--- src/rtl/c3aibadapt_sr_pkg.sv ---
`default_nettype none
// ============================================================================
// Module   : c3aibadapt_sr_pkg
// Purpose  : Shared types and constants for the sideband status-capture
//            sequencer (FSM state encoding, settle-window limits, helpers).
// Ports    : none (package)
// Revision : 1.0 - initial release
// ============================================================================
package c3aibadapt_sr_pkg;

    // Capture/shift sequencer states, fixed 3-bit encoding.
    typedef enum logic [2:0] {
        ST_IDLE   = 3'd0,
        ST_UNLOAD = 3'd1,
        ST_SETTLE = 3'd2,
        ST_LOAD   = 3'd3,
        ST_SHIFT  = 3'd4,
        ST_DONE   = 3'd5
    } sr_state_e;

    // Smallest settle window that still covers bitsync latency plus the
    // 3-sample stability window of the capture buses.
    localparam int SR_SETTLE_MIN = 4;

    // The settle counter is 8 bits wide and is loaded with SETTLE_CYC-1.
    function automatic bit sr_settle_legal(input int settle_cyc);
        return (settle_cyc >= 1) && (settle_cyc <= 255);
    endfunction

endpackage
`default_nettype wire

--- src/rtl/c3aibadapt_sr_piso.sv ---
`default_nettype none
// ============================================================================
// Module   : c3aibadapt_sr_piso
// Purpose  : DWIDTH-bit parallel-load / serial-out register, LSB first,
//            zero fill on shift. Flags the first bit of a word (sof) and
//            decodes the last bit from the caller's bit counter (last).
// Ports    : clk, rst      - clock, synchronous active-high reset
//            load_i        - parallel load data_i (takes priority)
//            shift_i       - shift right by one, zero fill
//            data_i        - parallel word
//            cnt_i         - remaining-bit counter owned by the sequencer
//            dout_o        - current serial bit (register bit 0)
//            sof_o         - registered: current bit is bit 0 of the word
//            last_o        - current bit is the last of the word
// Revision : 1.0 - initial release
// ============================================================================
module c3aibadapt_sr_piso #(
    parameter int DWIDTH = 16,
    parameter int CW     = 4
) (
    input  logic              clk,
    input  logic              rst,
    input  logic              load_i,
    input  logic              shift_i,
    input  logic [DWIDTH-1:0] data_i,
    input  logic [CW-1:0]     cnt_i,
    output logic              dout_o,
    output logic              sof_o,
    output logic              last_o
);

    logic [DWIDTH-1:0] shreg_q;
    logic              sof_q;

    always_ff @(posedge clk) begin
        if (rst) begin
            shreg_q <= '0;
            sof_q   <= 1'b0;
        end else if (load_i) begin
            shreg_q <= data_i;
            sof_q   <= 1'b1;
        end else if (shift_i) begin
            shreg_q <= shreg_q >> 1;
            // Only the first accepted bit carries sof; a stall keeps it set.
            sof_q   <= 1'b0;
        end
    end

    assign dout_o = shreg_q[0];
    assign sof_o  = sof_q;
    assign last_o = (cnt_i == '0);

endmodule
`default_nettype wire

--- src/rtl/c3aibadapt_sr_capture_ctrl.sv ---
`default_nettype none
// ============================================================================
// Module   : c3aibadapt_sr_capture_ctrl
// Purpose  : Sideband status-capture sequencer. Pulses unload to the capture
//            buses, waits SETTLE_CYC cycles, parallel-loads capt_data and
//            streams it LSB first under shift_en control.
// Ports    : clk, rst          - clock, synchronous active-high reset
//            start             - request one sequence (IDLE only)
//            r_cont            - continuous re-arm after each word
//            r_capt_mode_in    - capture mode config, registered to r_capt_mode
//            capt_data         - captured word from the capture-bus bank
//            shift_en          - downstream accepts the presented bit
//            unload            - one-cycle clear pulse to the capture buses
//            r_capt_mode       - registered capture mode
//            sr_dout/vld/sof   - serial bit, valid, start-of-word marker
//            busy              - sequence in progress
//            done              - one-cycle pulse after the last bit
// Revision : 1.0 - initial release
// ============================================================================
module c3aibadapt_sr_capture_ctrl
    import c3aibadapt_sr_pkg::*;
#(
    parameter int DWIDTH     = 16,
    parameter int SETTLE_CYC = 8
) (
    input  logic              clk,
    input  logic              rst,
    input  logic              start,
    input  logic              r_cont,
    input  logic              r_capt_mode_in,
    input  logic [DWIDTH-1:0] capt_data,
    input  logic              shift_en,
    output logic              unload,
    output logic              r_capt_mode,
    output logic              sr_dout,
    output logic              sr_vld,
    output logic              sr_sof,
    output logic              busy,
    output logic              done
);

    localparam int CW = (DWIDTH > 1) ? $clog2(DWIDTH) : 1;

    // Elaboration-time parameter checks.
    if (!sr_settle_legal(SETTLE_CYC)) begin : g_bad_settle
        $error("SETTLE_CYC must be within 1..255");
    end
    if (SETTLE_CYC < SR_SETTLE_MIN) begin : g_short_settle
        $warning("SETTLE_CYC is below the capture-bus stability window");
    end
    if ((DWIDTH < 1) || (DWIDTH > 256)) begin : g_bad_dwidth
        $error("DWIDTH must be within 1..256");
    end

    sr_state_e   state_q, state_d;
    logic [7:0]  settle_cnt_q, settle_cnt_d;
    logic [CW-1:0] bit_cnt_q, bit_cnt_d;

    logic unload_q, busy_q, done_q, vld_q, capt_mode_q;
    logic piso_load, piso_shift, piso_last, piso_sof, piso_dout;

    assign piso_load  = (state_q == ST_LOAD);
    assign piso_shift = (state_q == ST_SHIFT) && shift_en;

    c3aibadapt_sr_piso #(
        .DWIDTH (DWIDTH),
        .CW     (CW)
    ) u_piso (
        .clk     (clk),
        .rst     (rst),
        .load_i  (piso_load),
        .shift_i (piso_shift),
        .data_i  (capt_data),
        .cnt_i   (bit_cnt_q),
        .dout_o  (piso_dout),
        .sof_o   (piso_sof),
        .last_o  (piso_last)
    );

    always_comb begin
        state_d      = state_q;
        settle_cnt_d = settle_cnt_q;
        bit_cnt_d    = bit_cnt_q;
        case (state_q)
            ST_IDLE: begin
                if (start || r_cont) begin
                    state_d = ST_UNLOAD;
                end
            end
            ST_UNLOAD: begin
                state_d      = ST_SETTLE;
                settle_cnt_d = 8'(SETTLE_CYC - 1);
            end
            ST_SETTLE: begin
                if (settle_cnt_q == 8'd0) begin
                    state_d = ST_LOAD;
                end else begin
                    settle_cnt_d = settle_cnt_q - 8'd1;
                end
            end
            ST_LOAD: begin
                state_d   = ST_SHIFT;
                bit_cnt_d = CW'(DWIDTH - 1);
            end
            ST_SHIFT: begin
                if (shift_en) begin
                    // The counter is left at zero on the last bit so it
                    // never wraps; LOAD reloads it for the next word.
                    if (piso_last) begin
                        state_d = ST_DONE;
                    end else begin
                        bit_cnt_d = bit_cnt_q - CW'(1);
                    end
                end
            end
            ST_DONE: begin
                state_d = r_cont ? ST_UNLOAD : ST_IDLE;
            end
            default: begin
                state_d = ST_IDLE;
            end
        endcase
    end

    // Status outputs are registered from the next state so they line up
    // with the state they describe, with no input-to-output paths.
    always_ff @(posedge clk) begin
        if (rst) begin
            state_q      <= ST_IDLE;
            settle_cnt_q <= 8'd0;
            bit_cnt_q    <= '0;
            unload_q     <= 1'b0;
            busy_q       <= 1'b0;
            done_q       <= 1'b0;
            vld_q        <= 1'b0;
            capt_mode_q  <= 1'b0;
        end else begin
            state_q      <= state_d;
            settle_cnt_q <= settle_cnt_d;
            bit_cnt_q    <= bit_cnt_d;
            unload_q     <= (state_d == ST_UNLOAD);
            busy_q       <= (state_d != ST_IDLE);
            done_q       <= (state_d == ST_DONE);
            vld_q        <= (state_d == ST_SHIFT);
            capt_mode_q  <= r_capt_mode_in;
        end
    end

    assign unload      = unload_q;
    assign busy        = busy_q;
    assign done        = done_q;
    assign sr_vld      = vld_q;
    assign sr_dout     = piso_dout;
    // The piso flag is set at LOAD and cleared by the first accepted shift,
    // so it is only ever high while SHIFT presents bit 0.
    assign sr_sof      = piso_sof;
    assign r_capt_mode = capt_mode_q;

endmodule
`default_nettype wire

--- config.mk ---
export PLATFORM = sky130hd
export DESIGN_NAME = c3aibadapt_sr_capture_ctrl
export DESIGN_NICKNAME = d
export VERILOG_FILES = /design/src/rtl/c3aibadapt_sr_pkg.sv /design/src/rtl/c3aibadapt_sr_piso.sv /design/src/rtl/c3aibadapt_sr_capture_ctrl.sv
export SDC_FILE = /design/constraint.sdc
export NUM_CORES = 1
export LEC_CHECK = 0
export ABC_AREA = 1
export CAP_MARGIN = 40
export CORE_AREA = 2 2 43 85
export CTS_CLUSTER_SIZE = 25
export DETAILED_ROUTE_END_ITERATION = 12
export DIE_AREA = 0 0 45 87
export GPL_ROUTABILITY_DRIVEN = 0
export HOLD_SLACK_MARGIN = 0.02
export PLACE_DENSITY = 0.81
export SETUP_SLACK_MARGIN = 0.2
export SKIP_LAST_GASP = 1
export SYNTH_ARGS = -nofsm -noshare
export SYNTH_HDL_FRONTEND = slang
export SYNTH_SLANG_ARGS = --single-unit
--- constraint.sdc ---
create_clock -name clk -period 3.6 [get_ports clk]
set_clock_uncertainty 0.2 [all_clocks]
set_input_delay 0.72 -clock clk [delete_from_list [all_inputs] [get_ports clk]]
set_output_delay 0.72 -clock clk [all_outputs]
set_load 0.01 [all_outputs]
==> results.cfg <==
[yosys]
syn-instance-count = 240
synth_seq_cells = 37
ys_types = 30
dominantRegCellSynth = dfxtp_1
synth_top_area_share_pct = 41.63
synthMostInstantiatedCell = nand2_1
yosysWarnings = 0
yosys-top-cells-count = nand2_1, dfxtp_1, nor2_1
synth-seq-area-share_pct = 41.63
yosys-top-cells-area = dfxtp_1, nand2_1, nor2_1
synth_edf_count = 0
avgSynthCellArea_um2 = 7.413
synth.largest_area_cell = dfxtp_1
synth_nets = 265
async_reset_ff_share_pct = 0
syn_area_mm2 = 0.001779

[timing]
max_slew_margin_pct = 75.35
setup-violations-final = 0
clock.fmax_mhz = 479.1
report.final.slew_viol_count = 0
setup_slack_ns = 1.513
tightestPinTransition_ns = 0.3693
hold_viol_final = 0
grt_setup_unrepaired = false
period_needed_ns = 2.087
finalCritPeriodShare_pct = 57.98
fin_tns_setup_ns = 0

[cts]
htreeDepth = 2
cts_buffer_depth = 2
cts_buffers = 5
cts_resized = 0
cts.clk_slew.worst_paths_ns = 0.08
cts_setup_buffers = 0
cts.sinks = 37
clk_latency_ns = 0.30
cts-root-buf = clkbuf_8
cts_tree = done
ctsHoldBuffers = 0

[critical_path]
reg2reg_depth = 8
cp_slowest_stage_delay_ns = 0.53
critPathBufInv = 1
cp.required_ns = 2.68
criticalPathCategory = flip-flop to primary output
crit_arrival_ns = 1.17
crit_family = buffers and inverters
worstPathMaxFanout = 2
path_cells = clkdlybuf4s50_1
crit_cells = 1
crit_path_end_kind = primary output
worst_setup_path_start_kind = flip-flop
slowest_stage = clkdlybuf4s50_1

[global_route]
grt_pass1_wl_um = 6182
grt_pass1_vias = 1509
grt_use_total_pct = 20.81
grt-ovfl-total = 0
grt_max_degree = 25
antenna_found_initial = 0

[die]
dieArea_mm2 = 0.003915
die_x_um = 45
coreArea_mm2 = 0.003303
die_h_um = 87
initial_core_util_pct = 53.86
rows = 30
io_pins = 29

[detailed_routing]
wl_per_cell_um = 11.72
dr.pass1.iters = 4
dr.first_iter.drc_count = 27
antenna_left = 0
routed_wl_um = 3552
via_per_inst = 5.231
drcViolationCount = 0
num_vias = 1585

[cells_and_area]
areaGrowthSynthToFinish_pct = 22.29
drive_above_1_share_pct = 11.44
filler_cell_count = 301
finalNetCount = 295
antenna_cells = 0

[pwr]
peakVddDrop_mv = 0.4251
power_density_mw_per_mm2 = 567.9
power.leakage_nw = 0.8627

[placement]
pre_cts_ws_ns = 1.265
portBuffers = 28
place_hpwl_um = 2542

[flow_run]
maxCapViolations = 0

[worst_hold_path]
hold_path_depth = 2
holdCritPathClass = flip-flop to flip-flop

[status]
status = finished clean
-- final timing paths --
check                    startpoint                 end  slack (ns)
hold reg to reg   u_piso.shreg_q[2]   u_piso.shreg_q[2]        0.28
setup / recovery  u_piso.shreg_q[0]             sr_dout        1.51
hold / removal    u_piso.shreg_q[2]   u_piso.shreg_q[2]        0.28
setup reg to reg         state_q[0]  u_piso.shreg_q[15]        1.81
-- sequential cells by signal (all words and copies together), names as in the netlist --
signal and cells:
state_q 3, bit_cnt_q 4, u_piso.sof_o 1, sr_vld 1, done 1, u_piso.shreg_q 16
busy 1, unload 1, r_capt_mode 1, settle_cnt_q 8
-- power by group --
| group | switching, mW | internal, mW | leakage, nW | total (mW) |
|---|---|---|---|---|
| combinational | 0.224 | 0.149 | 0.507 | 0.373 |
| sequential | 0.0398 | 0.457 | 0.301 | 0.497 |
| clock | 0.159 | 0.207 | 0.0543 | 0.366 |
| total | 0.423 | 0.813 | 0.863 | 1.24 |
-- cells by family after synthesis --
kind of cell               Yosys count  synth area share [%]
and+or+nand+nor                    131                 33.19
DFF                                 37                 41.63
AOI/OAI and AO/OA                   33                 13.01
buffers and inverters               33                 8.579
xor gates and xnor gates             3                 1.477
adders and majority gates            3                 2.110
-- cells in the final DEF, fill, tap and decap left out, types with 2 or more instances in the layout --
master / synthesis / routed
inv_2: 3 / 3
dfxtp_1: 37 / 37
ha_1: 3 / 3
o221ai_1: 7 / 7
nor2_2: 4 / 4
a21oi_1: 9 / 9
inv_1: 22 / 22
nand3_1: 13 / 13
nor2_1: 34 / 34
xor2_1: 3 / 3
clkbuf_8: 0 / 5
o21ai_0: 2 / 2
a31oi_1: 9 / 9
nor2_4: 4 / 4
nand2_4: 2 / 2
nor3_1: 3 / 3
nand2_1: 67 / 67
inv_4: 2 / 2
clkdlybuf4s50_1: 0 / 28
-- metal layers --
| metal | GRT usage, % | vias up | part of all wire (%) |
|---|---|---|---|
| met5 | 0 | - | 0 |
| met4 | 8.021 | 0 | 2.0 |
| met3 | 4.979 | 5 | 4.8 |
| met2 | 35.19 | 31 | 49 |
| met1 | 24.32 | 716 | 44 |
| li1 | - | 833 | - |
-- worst min-delay path, cell delays in order, from the launching register on --
cell and delay (ns):
dfxtp_1 0.32, nand2_1 0.06, a31oi_1 0.06
-- stage by stage --
step	hold WS [ns]	power [mW]	utilization [%]	instance area (um^2)	cells
5_1_grt	0.2983	1.319	65.87	2176	303
6_report	0.2812	1.236	65.87	2176	303
2_1_floorplan	0.2450	0.7805	-	1779	240
3_3_place_gp	0.2623	0.8625	62.39	2061	295
4_1_cts	0.2831	1.241	65.87	2176	303
3_5_place_dp	0.2691	0.8766	62.39	2061	295
-- cell type report --
class | instances | area (um^2) | area share (%)
Multi-Input combinational cell | 170 | 885.9 | 40.71
Sequential cell | 37 | 740.7 | 34.04
Timing Repair Buffer | 29 | 287.8 | 13.23
Inverter | 27 | 106.4 | 4.888
Clock buffer | 5 | 68.82 | 3.163
Clock inverter | 3 | 46.29 | 2.128
Tap cell | 32 | 40.04 | 1.840
(Power assumes the default switching activity.)
==> variant 1, RTL diff (config.mk and constraints unchanged) <==
Re-encode `sr_state_e` (6 states) as Gray code, 3 bits wide.
--- a/src/rtl/c3aibadapt_sr_pkg.sv
+++ b/src/rtl/c3aibadapt_sr_pkg.sv
@@ -12,8 +12,8 @@
     typedef enum logic [2:0] {
-        ST_IDLE   = 3'd0,
-        ST_UNLOAD = 3'd1,
-        ST_SETTLE = 3'd2,
-        ST_LOAD   = 3'd3,
-        ST_SHIFT  = 3'd4,
-        ST_DONE   = 3'd5
+        ST_IDLE   = 3'b000,
+        ST_UNLOAD = 3'b001,
+        ST_SETTLE = 3'b011,
+        ST_LOAD   = 3'b010,
+        ST_SHIFT  = 3'b110,
+        ST_DONE   = 3'b111
     } sr_state_e;
Formal check against the unedited RTL: same outputs for any inputs over 10 cycles, from zero or initial values and one cycle with rst high; not proved beyond that.
==> variant 1 against the original RTL <==
  * Sequential share of layout area shrank 0.31 points
  * Non-clock buffer count did not move
  * Power is 7.2% lower
  * Synthesized area increased by 3.5%
  * Sequential cell count did not move
  * Worst setup slack got worse by 0.054 ns
  * Die area did not move
  * Core utilization increased by 0.61 points
  * Wire length rose by 1.3%
  * Maximum frequency fell by 2.5%
  * Final area up 0.92%
  * Hold slack lost 0.013 ns
  * Critical path type is now input pin to register
  * Critical endpoint is now bit_cnt_q[2]$_SDFFE_PP0P_
==> variant 1: results (changes against the original RTL) <==
| Metric | Value |
|---|---|
| Outcome | completed |
| WP depth | 8 (+7) |
| Drt initial violations | 31 (+15%) |
| Met2 routed WL | 1.657 mm (-4.9%) |
| R2R Setup Slk | 1.83 ns (+0.02 ns) |
| Fill cell count | 292 (-3.0%) |
| Hold Path Origin | u_piso.shreg_q[15]$_SDFFE_PP0P_ |
| Fin nets | 318 (+7.8%) |
| Worst-Margin Slew | 0.5207 ns (+0.1514 ns) |
| All-Layer GR Usage | 0.2156 (+0.007516) |
| Met1 WL | 1.637 mm (+4.5%) |
| Net Count, Synth | 290 (+9.4%) |
| CLK BUF | 7 (+2) |
| Signal buf overhead | 0.1311 (-0.001206) |
| Met2 usage | 0.3104 (-0.04156) |
| Vias | 1670 (+5.4%) |
| Final worst slack | 1.458 ns (-0.05437 ns) |
| H-tree lvl count | 2 (unchanged) |
| Seq_cells | 37 (unchanged) |
| Peak VDD IR | 0.3502 mV (-18%) |
| First-pass GRT wire length | 6.403 mm (+3.6%) |
| Adder-cell share of the synthesized area | 0.02038 (-0.0007166) |
| Worst hold margin | 0.2681 ns (-0.01312 ns) |
| Share of cells above drive strength 1 | 0.09215 (-0.02224) |
| Reg2reg path depth | 7 (-1) |
| Post-Synth XOR/XNOR Area | 0.009511 (-0.005257) |
| Worst setup startpoint | shift_en |
| Grt met3 use | 0.05187 (+0.002075) |
| CP peak stage delay | 0.45 ns (-0.08 ns) |
| Met1 Track Usage GR | 0.2809 (+0.03775) |
| Vias in the first global route | 1562 (+3.5%) |
| Pre-CTS setup slack | 1.165 ns (-0.09954 ns) |
| Synth top cells by count | 79 x nand2_1, 37 x dfxtp_1, 34 x nand3_1, 32 x inv_1, 21 x nor2_1 |
| Ant diodes | 0 (unchanged) |
| CP Launch Type | input pin |
| WHS Endpoint | u_piso.shreg_q[15]$_SDFFE_PP0P_ |
| CP Max Fanout | 17 (+15) |
| DPL Wire Length | 2.494 mm (-1.9%) |
| Multi-input gates | 184 (+8.2%) |
| Fraction of area in registers | 0.3373 (-0.003104) |
| Unique cell type count in the Yosys netlist | 26 (-13%) |
| Largest net degree at the start of global routing | 20 (-20%) |
| Complex-gate fraction of the synthesized area | 0.08084 (-0.04926) |
| ClkCell Share | 0.03932 (-0.01359) |
| Inverters, non-clock | 36 (+33%) |
| CP endpoint | bit_cnt_q[2]$_SDFFE_PP0P_ |
| P_leak | 1.015 nW (+18%) |
| Synth area leaders | dfxtp_1 40%, nand2_1 16%, nand3_1 9.2% |
| WL final | 3.597 mm (+1.3%) |
| Wire length on met3 | 206 um (+20%) |
| CP Data Arrival Time | 2.11 ns (+0.94 ns) |
## variant 1: cell count changes after synthesis, moves of 2 or more
cell / unedited run / this run
nand2_4: 2 / 0
a31oi_1: 9 / 2
a21oi_1: 9 / 16
nor2_1: 34 / 21
nor2_8: 0 / 2
nand2_1: 67 / 79
inv_1: 22 / 32
buf_4: 0 / 2
nor2_4: 4 / 2
nand4_1: 1 / 3
nand3_1: 13 / 34
o221ai_1: 7 / 0
nand2_2: 1 / 4
## variant 1: through the flow
stage | instance area [um^2] | std cells
2_1_floorplan | 1842 | 265
3_3_place_gp | 2110 | 318
3_5_place_dp | 2110 | 318
4_1_cts | 2196 | 325
5_1_grt | 2196 | 325
6_report | 2196 | 325
## variant 1: power by group
part | internal [W] | leakage [nW] | total (W) | switching [W]
registers | 0.000463 | 0.302 | 0.000502 | 0.0000397
clock network | 0.000152 | 0.0443 | 0.000282 | 0.000130
logic | 0.000145 | 0.669 | 0.000363 | 0.000218
total | 0.000759 | 1.02 | 0.00115 | 0.000388
==> variant 2, RTL diff (same flow settings) <==
Made on the original files. `DWIDTH` is set to 16 in 2 places; all go to 8.
--- a/src/rtl/c3aibadapt_sr_piso.sv
+++ b/src/rtl/c3aibadapt_sr_piso.sv
@@ -17,3 +17,3 @@
 module c3aibadapt_sr_piso #(
-    parameter int DWIDTH = 16,
+    parameter int DWIDTH = 8,
     parameter int CW     = 4
--- a/src/rtl/c3aibadapt_sr_capture_ctrl.sv
+++ b/src/rtl/c3aibadapt_sr_capture_ctrl.sv
@@ -22,3 +22,3 @@
 #(
-    parameter int DWIDTH     = 16,
+    parameter int DWIDTH     = 8,
     parameter int SETTLE_CYC = 8
Interface: changed (resized capt_data); port bits go from 29 to 21. The function was not compared with the original's and may differ.
==> variant 2 against the original RTL <==
  * Die area did not move
  * Final cell count decreased by 18%
  * Count of clock-buffer cells in the layout shrank 2
  * Critical path depth did not move
  * Final area is 23% lower
  * Power down 11%
  * Sequential cell count down 9
  * Wire length decreased by 21%
  * Critical endpoint is now sr_sof
  * Synthesized area shrank 24%
  * Combinational power is 22% higher
  * Sequential share of layout area shrank 0.43 points
  * Worst setup slack better by 0.0037 ns
==> variant 2: results (changes against the original RTL) <==
| Metric | Value |
|---|---|
| Complex-gate fraction of the synthesized area | 0.1069 (-0.02319) |
| Most common cell in the synthesized netlist | nand2_1 |
| Buffers on Ports | 20 (-29%) |
| Met1 Track Usage GR | 0.2003 (-0.04291) |
| Hold Path Origin | u_piso.shreg_q[7]$_SDFFE_PP0P_ |
| Worst setup startpoint | u_piso.sof_o$_SDFFE_PP0P_ |
| Post-Synthesis Cells | 192 (-20%) |
| Fin nets | 234 (-21%) |
| Reg2reg path depth | 9 (+1) |
| Post-layout util | 0.5049 (-0.1538) |
| Placed Cells | 243 (-18%) |
| Max Freq | 479.9 MHz (+0.18%) |
| Peak VDD IR | 0.5316 mV (+25%) |
| R2R Path Start | settle_cnt_q[0]$_SDFFE_PP0P_ |
| P_leak | 0.7229 nW (-16%) |
| Sequential share of the synthesized area | 0.4129 (-0.003412) |
| Share of cells above drive strength 1 | 0.08837 (-0.02602) |
| Synth area leaders | dfxtp_1 41%, nand2_1 12%, nor2_1 8.6% |
| WHS Endpoint | u_piso.shreg_q[7]$_SDFFE_PP0P_ |
| Grt met3 use | 0.03734 (-0.01245) |
| Largest net degree at the start of global routing | 18 (-28%) |
| Pre-CTS setup slack | 1.317 ns (+0.05216 ns) |
| Drt initial violations | 32 (+19%) |
| Met2 routed WL | 1.375 mm (-21%) |
| TritonCTS buffer count | 3 (-2) |
| Wire length on met3 | 154 um (-9.9%) |
| Unique cell type count in the Yosys netlist | 27 (-10%) |
| Net Count, Synth | 210 (-21%) |
| Dpl cell area | 1597 um^2 (-23%) |
| Met1 WL | 1.240 mm (-21%) |
| WL/cell | 11.32 um (-3.4%) |
| Biggest regs | settle_cnt_q (8), u_piso.shreg_q (8) |
| Worst-Skew Late Latency | 0.27 ns (-0.03 ns) |
| Adder-cell share of the synthesized area | 0.03687 (+0.01577) |
| Outcome | completed |
| DPL Wire Length | 2.163 mm (-15%) |
| CP endpoint | sr_sof |
| First-pass GRT wire length | 4.850 mm (-22%) |
| Post-Synth XOR/XNOR Area | 0.01935 (+0.004587) |
| Worst-Margin Slew | 0.3324 ns (-0.03692 ns) |
| H-tree lvl count | 1 (-1) |
| Synth top cells by count | 44 x nand2_1, 31 x nor2_1, 28 x dfxtp_1, 26 x inv_1, 14 x nand3_1 |
| Met2 usage | 0.2571 (-0.09481) |
## variant 2: changes by cell type after synthesis, moves of 2 or more
| cell | delta |
|---|---|
| a31oi_1 | -5 |
| buf_6 | -3 |
| clkbuf_1 | -2 |
| dfxtp_1 | -9 |
| inv_1 | +4 |
| inv_4 | -2 |
| nand2_1 | -23 |
| nand2_2 | +2 |
| nand4_1 | +2 |
| nor2_1 | -3 |
| nor2_2 | -3 |
| nor2_4 | -3 |
| o21ai_0 | +3 |
| o221ai_1 | -5 |
## variant 2: final cells by class
cell class	count	area share
clock buffer	3	0.02476
tap	32	0.02401
timing repair buffer	21	0.1245
clock inverter	1	0.01800
multi-input combinational	132	0.4051
inverter	30	0.06752
sequential	28	0.3361
## variant 2: power breakdown
group          switching (W)  internal (W)  leakage, nW
clock              0.0000965      0.000149       0.0357
combinational       0.000287      0.000169        0.459
sequential         0.0000429      0.000362        0.228
total               0.000426      0.000680        0.723
